File: src/rtl/spi_command_framer.sv
// Frames the SPI byte stream into one op-code plus a counted operand strobe per chip-select frame.
// Optional frame idle timeout is built when SPI_FRAMER_TIMEOUT_EN is defined.
module spi_command_framer #(
  parameter int unsigned OPERAND_COUNT_WIDTH = 32,
  parameter int unsigned MAX_OPERANDS        = 4096,
  parameter int unsigned TIMEOUT_CYCLES      = 65535
) (
  input  logic                           spi_clock_in,
  input  logic                           spi_reset_n_in,
  input  logic                           cs_active_in,
  input  logic [7:0]                     byte_in,
  input  logic                           byte_valid_in,
  output logic [7:0]                     op_code_out,
  output logic                           op_code_valid_out,
  output logic [7:0]                     operand_out,
  output logic                           operand_valid_out,
  output logic [OPERAND_COUNT_WIDTH-1:0] operand_count_out,
  output logic                           overflow_out,
`ifdef SPI_FRAMER_TIMEOUT_EN
  output logic                           timeout_out,
`endif
  output logic                           frame_done_out
);

  typedef enum logic [1:0] {StWaitCsIdle, StIdle, StOpcode, StOperands} state_e;

  localparam logic [OPERAND_COUNT_WIDTH-1:0] MaxCount = OPERAND_COUNT_WIDTH'(MAX_OPERANDS);

  state_e state;
  logic   byte_accept;

  assign byte_accept = byte_valid_in && cs_active_in;

`ifdef SPI_FRAMER_TIMEOUT_EN
  localparam int unsigned          IdleWidth = $clog2(TIMEOUT_CYCLES + 1);
  // The idle cycle that makes the run TIMEOUT_CYCLES long closes the frame.
  localparam logic [IdleWidth-1:0] IdleLimit = IdleWidth'(TIMEOUT_CYCLES - 1);

  logic [IdleWidth-1:0] idle_count;
`else
  logic unused_timeout_cycles;
  assign unused_timeout_cycles = ^TIMEOUT_CYCLES;
`endif

  always_ff @(posedge spi_clock_in) begin
    if (!spi_reset_n_in) begin
      state             <= StWaitCsIdle;
      op_code_out       <= 8'h00;
      op_code_valid_out <= 1'b0;
      operand_out       <= 8'h00;
      operand_valid_out <= 1'b0;
      operand_count_out <= '0;
      overflow_out      <= 1'b0;
      frame_done_out    <= 1'b0;
`ifdef SPI_FRAMER_TIMEOUT_EN
      timeout_out       <= 1'b0;
      idle_count        <= '0;
`endif
    end else begin
      operand_valid_out <= 1'b0;
      frame_done_out    <= 1'b0;
      case (state)
        // A reset can land mid-frame; wait for cs to drop so no stray byte becomes an op-code.
        StWaitCsIdle: begin
          if (!cs_active_in) state <= StIdle;
        end
        StIdle: begin
          if (cs_active_in) begin
            state        <= StOpcode;
            overflow_out <= 1'b0;
`ifdef SPI_FRAMER_TIMEOUT_EN
            timeout_out  <= 1'b0;
            idle_count   <= '0;
`endif
          end
        end
        StOpcode, StOperands: begin
          if (!cs_active_in) begin
            state             <= StIdle;
            op_code_valid_out <= 1'b0;
            operand_count_out <= '0;
            frame_done_out    <= 1'b1;
          end else if (byte_accept) begin
`ifdef SPI_FRAMER_TIMEOUT_EN
            idle_count <= '0;
`endif
            if (state == StOpcode) begin
              state             <= StOperands;
              op_code_out       <= byte_in;
              op_code_valid_out <= 1'b1;
            end else if (operand_count_out < MaxCount) begin
              operand_out       <= byte_in;
              operand_valid_out <= 1'b1;
              operand_count_out <= operand_count_out + OPERAND_COUNT_WIDTH'(1);
            end else begin
              overflow_out <= 1'b1;
            end
`ifdef SPI_FRAMER_TIMEOUT_EN
          end else if (idle_count == IdleLimit) begin
            state             <= StWaitCsIdle;
            op_code_valid_out <= 1'b0;
            operand_count_out <= '0;
            frame_done_out    <= 1'b1;
            timeout_out       <= 1'b1;
          end else begin
            idle_count <= idle_count + IdleWidth'(1);
`endif
          end
        end
        default: state <= StWaitCsIdle;
      endcase
    end
  end

endmodule
File: config.mk
export PLATFORM = sky130hd
export DESIGN_NAME = spi_command_framer
export DESIGN_NICKNAME = d
export VERILOG_FILES = /design/src/rtl/spi_command_framer.sv
export SDC_FILE = /design/constraint.sdc
export NUM_CORES = 1
export LEC_CHECK = 0
export CORE_MARGIN = 8
export CORE_UTILIZATION = 30
export DETAILED_ROUTE_END_ITERATION = 10
export RECOVER_POWER = 25
export SLEW_MARGIN = 15
export SYNTH_ARGS = -nofsm -noshare
export SYNTH_HDL_FRONTEND = slang
export SYNTH_SLANG_ARGS = --single-unit
File: constraint.sdc
create_clock -name spi_clock_in -period 1.7 [get_ports spi_clock_in]
set_clock_uncertainty 0.05 [all_clocks]
set_input_delay 0.17 -clock spi_clock_in [delete_from_list [all_inputs] [get_ports spi_clock_in]]
set_output_delay 0.17 -clock spi_clock_in [all_outputs]
set_load 0.03 [all_outputs]
Word-level counts from Yosys, hierarchy flattened

Cells that the tools add are included.
Widths: inputs -> output; s select.

Add/subtract/negate cells: 1
Magnitude comparators: 1
Eq/ne operators: 15
Muxes and demuxes: 21
Bitwise logic cells: 5
Reduce and logical (&&, ||, !) cells: 12

Operators by type and width:

| kind                  | count |
|---|---|
| $mux 32               | 4 |
| $add 32x1->32 const B | 1 |
| $lt 32x13->1 const B  | 1 |
| $ne 2x2->1 const B    | 7 |
| $reduce_and 4->1      | 3 |
| $mux 1                | 10 |
| $mux 2                | 5 |
| $ne 2x1->1 const B    | 3 |
| $ne 3x3->1 const B    | 2 |
| $pmux 2 s3            | 1 |
| $reduce_and 6->1      | 1 |
| $not 1->1             | 5 |
| $reduce_and 5->1      | 1 |
| $reduce_or 5->1       | 1 |
| $eq 2x2->1 const B    | 2 |
| $reduce_and 3->1      | 1 |
| $eq 2x1->1 const B    | 1 |
| $logic_not 2->1       | 1 |
| $pmux 1 s2            | 1 |
| $reduce_and 2->1      | 1 |
| $reduce_bool 2->1     | 1 |
| $reduce_or 2->1       | 1 |
| $logic_and 1x1->1     | 1 |

Register bits: 54
Output and inout port bits: 52

Longest topological paths before layout

Word-level depth: 6
Gate-level depth with buffers: 5

Least setup slack after synthesis

OpenSTA, ideal clock, no wires.

Path type: register -> register
Start: register operand_count_out[17]
End: register operand_count_out[5]
Setup time: 70 ps
Arrival: 1702 ps
Data required time: 1580 ps
Path slack: -122 ps
Stages on the path, launching flop included: 6
Buffers on the path: 1
Period minus slack after synthesis: 1822 ps
Cell sequence: dfxtp_1 -> nor4_2 -> nand4_1 -> buf_2 -> or4_1 -> a21oi_1

Cells in the longest elaborated chain, start to end: 3

Ends and longest elaborated chain:

| item                              | RTL line | source |
|---|---|---|
| start: declaration                | 17       | `output logic [OPERAND_COUNT_WIDTH-1:0] operand_count_out,` |
| start signal: assignment          | 94       | `operand_count_out <= operand_count_out + OPERAND_COUNT_WIDTH'(1);` |
| $lt 32x13->1                      | 91       | `end else if (operand_count_out < MaxCount) begin` |
| $ne 2x1->1 (no source line)       | --       |  |
| $reduce_and 4->1 (no source line) | --       |  |

Every way passes these cells.
A chain may end at the register's enable or synchronous reset.

Worst setup path in the final report

Start: register operand_count_out[19]
End: register operand_count_out[2]

The elaborated chain is that of the path after synthesis.

==> flow_summary.html <==
<table>
<tr><th>Metric</th><th>Value</th></tr>
<tr><th colspan="2">Run status</th></tr>
<tr><td>Outcome</td><td>finished with violations</td></tr>
<tr><td>Violations in the final reports</td><td>negative setup slack</td></tr>
<tr><th colspan="2">Routing</th></tr>
<tr><td>Wirelength, routed</td><td>between 5 and 6 mm</td></tr>
<tr><td>Count of nets left with antenna violations after detail routing</td><td>0</td></tr>
<tr><td>Remaining routing DRC violations</td><td>0</td></tr>
<tr><td>Initial drt markers</td><td>90</td></tr>
<tr><td>Drt wl/cell</td><td>14.41 um</td></tr>
<tr><td>First drt pass iteration count</td><td>4</td></tr>
<tr><td>Number of vias after detailed routing</td><td>around 2000</td></tr>
<tr><td>Vias/cell</td><td>approximately 4.7</td></tr>
<tr><th colspan="2">Timing</th></tr>
<tr><td>Final Max Slew Viols</td><td>0</td></tr>
<tr><td>Worst Setup Slack, final</td><td>-24.08 ps</td></tr>
<tr><td>Slew at the pin closest to its max-slew limit</td><td>337.2 ps</td></tr>
<tr><td>Relative slew slack</td><td>77.45%</td></tr>
<tr><td>Setup tns final</td><td>-24.08 ps</td></tr>
<tr><td>Total count of hold-check failures in the final report</td><td>0</td></tr>
<tr><td>Final min period</td><td>between 1500 and 2000 ps</td></tr>
<tr><td>Final cycle utilization of the critical path</td><td>101.4%</td></tr>
<tr><td>RSZ-0062 raised after global routing</td><td>yes</td></tr>
<tr><td>Upper clock frequency limit</td><td>between 500 and 600 MHz</td></tr>
<tr><td>Count of final setup violators</td><td>1</td></tr>
<tr><th colspan="2">Critical path</th></tr>
<tr><td>Data arrival time of the critical path</td><td>1920 ps</td></tr>
<tr><td>Category of the critical setup timing path</td><td>register to register</td></tr>
<tr><td>Crit path max fanout</td><td>5</td></tr>
<tr><td>Startpoint class of the critical path</td><td>register</td></tr>
<tr><td>Required time of the critical path</td><td>between 1500 and 2000 ps</td></tr>
<tr><td>Kind of end point of the critical path</td><td>register</td></tr>
<tr><th colspan="2">Clock tree</th></tr>
<tr><td>TritonCTS Buffers</td><td>5</td></tr>
<tr><td>Sinks on the clock net</td><td>54</td></tr>
<tr><td>Number of buffers added to fix hold violations after cts</td><td>0</td></tr>
<tr><td>Clock tree root driver cell</td><td>clkbuf_8</td></tr>
<tr><td>Worst-case clock buffer depth</td><td>2</td></tr>
<tr><td>H-tree depth</td><td>2</td></tr>
<tr><td>CTS tree</td><td>yes</td></tr>
<tr><td>Clock latency on the worst-skew pair</td><td>just over 300 ps</td></tr>
<tr><td>Post-CTS setup repair buffer count</td><td>0</td></tr>
<tr><td>Clock input transition at the sequential cells of the worst setup and hold paths</td><td>roughly 100 ps</td></tr>
<tr><th colspan="2">Yosys</th></tr>
<tr><td>Avg Cell Area, Syn</td><td>9.134 sq um</td></tr>
<tr><td>Mapped Area</td><td>around 0.0021 sq mm</td></tr>
<tr><td>Number of synthesized flops with an enable pin</td><td>0</td></tr>
<tr><td>Main flop type after synthesis</td><td>dfxtp_1</td></tr>
<tr><td>Asr flop ratio synth</td><td>0%</td></tr>
<tr><td>Yosys warning count</td><td>0</td></tr>
<tr><td>Post-synthesis cell count</td><td>230</td></tr>
<tr><td>Number of register bits inferred by synthesis</td><td>54</td></tr>
<tr><td>Syn Nets</td><td>243</td></tr>
<tr><td>Count of different cell masters after synthesis</td><td>34</td></tr>
<tr><td>Portion of the post-synthesis area used by sequential elements</td><td>51.46%</td></tr>
<tr><th colspan="2">Die</th></tr>
<tr><td>Die height</td><td>roughly 100 um</td></tr>
<tr><td>Horizontal die dimension</td><td>99.68 um</td></tr>
<tr><td>Initial cell density of the core</td><td>a little under a third</td></tr>
<tr><td>Area of the core region</td><td>approximately 0.0068 sq mm</td></tr>
<tr><td>Area of the die</td><td>between 0.009 and 0.01 sq mm</td></tr>
<tr><td>Number of core rows</td><td>30</td></tr>
<tr><td>I/O pin count</td><td>64</td></tr>
<tr><th colspan="2">Global route</th></tr>
<tr><td>Maximum number of pins on one net before global-route repair</td><td>27</td></tr>
<tr><td>First-pass GRT wire length</td><td>just under 10 mm</td></tr>
<tr><td>Number of global-route vias before repair</td><td>around 2000</td></tr>
<tr><td>Aggregate global routing overflow</td><td>0</td></tr>
<tr><td>Total global routing track utilization</td><td>12.16%</td></tr>
<tr><td>Number of antenna violations at the first check in global routing</td><td>0</td></tr>
<tr><th colspan="2">Pwr</th></tr>
<tr><td>Total chip power</td><td>2.231 mW</td></tr>
<tr><td>Max IR drop VDD</td><td>388.7 uV</td></tr>
<tr><td>Lkg Pwr</td><td>about 1.6 nW</td></tr>
<tr><td>Areal power density over the cells</td><td>roughly 660 mW/mm^2</td></tr>
<tr><th colspan="2">Finish</th></tr>
<tr><td>Synthesis-to-finish area growth</td><td>59.80%</td></tr>
<tr><td>Total number of nets in the final design</td><td>~330</td></tr>
<tr><td>Proportion of layout cells with a drive suffix above 1</td><td>around 25%</td></tr>
<tr><td>Count of placed standard cells in the final layout, fillers left out</td><td>around 420</td></tr>
<tr><td>Count of antenna diodes in the layout</td><td>0</td></tr>
<tr><th colspan="2">Placed design</th></tr>
<tr><td>I/O Buffers</td><td>63</td></tr>
<tr><td>Cell count after placement</td><td>between 400 and 500</td></tr>
<tr><td>Placer Congestion</td><td>a little under 0.8</td></tr>
<tr><td>HPWL after detailed placement</td><td>approximately 4.5 mm</td></tr>
<tr><th colspan="2">Flow run</th></tr>
<tr><td>Max-cap violations</td><td>0</td></tr>
<tr><th colspan="2">Hold path</th></tr>
<tr><td>Classification of the worst-slack hold path</td><td>primary input to register</td></tr>
</table>
[flip-flops by register name, summed over array words and instances (netlist names)]
register,count
operand_count_out,32
op_code_out,8
operand_out,8
state,2
frame_done_out,1
op_code_valid_out,1
operand_valid_out,1
overflow_out,1
[critical path: stages, from the launching register on]
cell and delay (ps):
dfxtp_4 370, nor4_4 300, nand4_1 180, buf_6 170
or4_4 470, a21oi_2 120
[Yosys cell counts (4+ instances only)]
cell type / instances / area [sq um]
nor4_1: 7 / 43.79
dfxtp_1: 54 / 1081
or3_1: 9 / 56.30
or4_1: 4 / 30.03
nand2_1: 46 / 172.7
a21oi_1: 14 / 70.07
mux2i_1: 14 / 140.1
clkbuf_1: 8 / 30.03
and2_1: 21 / 131.4
and3_1: 4 / 25.02
o31ai_1: 4 / 30.03
nor3_1: 7 / 35.03
nor2_1: 5 / 18.77
nand3_1: 8 / 40.04
[cells by family (layout without fill, tap and decap cells)]
kind of cell               count (synthesis)  in the layout  synth area share, %
buffers and inverters                     13            103                2.561
and+or+nand+nor                          123            123                31.33
AOI/OAI and AO/OA                         25             25                7.386
muxes                                     14             14                6.670
adders and majority gates                  1              1               0.5955
DFF                                       54             54                51.46
[cell type report]
cell class | count | area (sq um)
sequential | 54 | 1116
fill | 651 | 3437
timing repair buffer | 92 | 888.4
tap | 96 | 120.1
inverter | 3 | 11.26
multi-input combinational | 163 | 1110
clock buffer | 8 | 111.4
[path summary, 6_finish.rpt]
kind	startpoint	end	slack [ps]	cells past startpoint
worst max-delay path	operand_count_out[19]	operand_count_out[2]	-20	5
worst min-delay path	byte_in[0]	operand_out[0]	390	3
worst max register to register	operand_count_out[19]	operand_count_out[2]	-20	5
worst min register to register	op_code_out[7]	op_code_out[7]	410	2
[cell usage in the layout, fill, tap and decap left out, types with 2 or more instances in the layout]
| cell type | synthesis | final |
|---|---|---|
| nand2_1 | 46 | 45 |
| nand3_1 | 8 | 7 |
| clkbuf_1 | 8 | 2 |
| nor2_1 | 5 | 5 |
| mux2i_1 | 14 | 14 |
| nand2b_1 | 2 | 2 |
| a21oi_1 | 14 | 10 |
| dfxtp_1 | 54 | 34 |
| a21oi_2 | 0 | 4 |
| or4_4 | 0 | 4 |
| nand4_1 | 3 | 3 |
| or3_1 | 9 | 8 |
| nor4_2 | 1 | 5 |
| nor3_1 | 7 | 6 |
| dlymetal6s2s_1 | 0 | 15 |
| o31ai_1 | 4 | 2 |
| dlygate4sd2_1 | 0 | 6 |
| dfxtp_2 | 0 | 16 |
| nor4_4 | 1 | 4 |
| clkdlybuf4s50_1 | 0 | 42 |
| and2_1 | 21 | 21 |
| dfxtp_4 | 0 | 4 |
| clkbuf_8 | 0 | 6 |
| buf_4 | 1 | 25 |
| and4_1 | 2 | 2 |
| inv_1 | 2 | 2 |
| and3_1 | 4 | 4 |
[report_power, final]
part / total [mW] / internal [mW] / switching, mW
Clock: 0.844 / 0.422 / 0.423
Sequential: 1.27 / 1.26 / 0.00443
Combinational: 0.119 / 0.0545 / 0.0648
Total: 2.23 / 1.74 / 0.492
[stage by stage]
| stage | util [%] | hold WS, ps | setup slack (ps) | instance area [sq um] |
|---|---|---|---|---|
| finish | 49.41 | 392.8 | -24.08 | 3357 |
| detailed placement | 45.62 | 403.7 | -77.52 | 3099 |
| global placement | 45.62 | 392.2 | -42.16 | 3099 |
| CTS | 47.42 | 385.8 | -28.36 | 3222 |
| global route | 49.41 | 398.0 | -108.2 | 3357 |
| floorplan | - | 256.0 | -16.64 | 2167 |
[timing repair]
action | 4_1_cts | 5_1_grt
gates resized for setup | 9 | 38
cloned | 0 | 1
endpoints found under the hold margin | 0 | 0
pin swaps | 3 | 14
setup endpoints to repair | 16 | 35
[per-layer routing]
layer	vias to the layer above	GRT usage [%]	part of all wire, %
li1	986	-	-
met1	933	13.69	43
met2	39	20.83	51
met3	6	3.422	4.7
met4	0	5.355	1.7
met5	-	0	0
(Power assumes the default switching activity.)
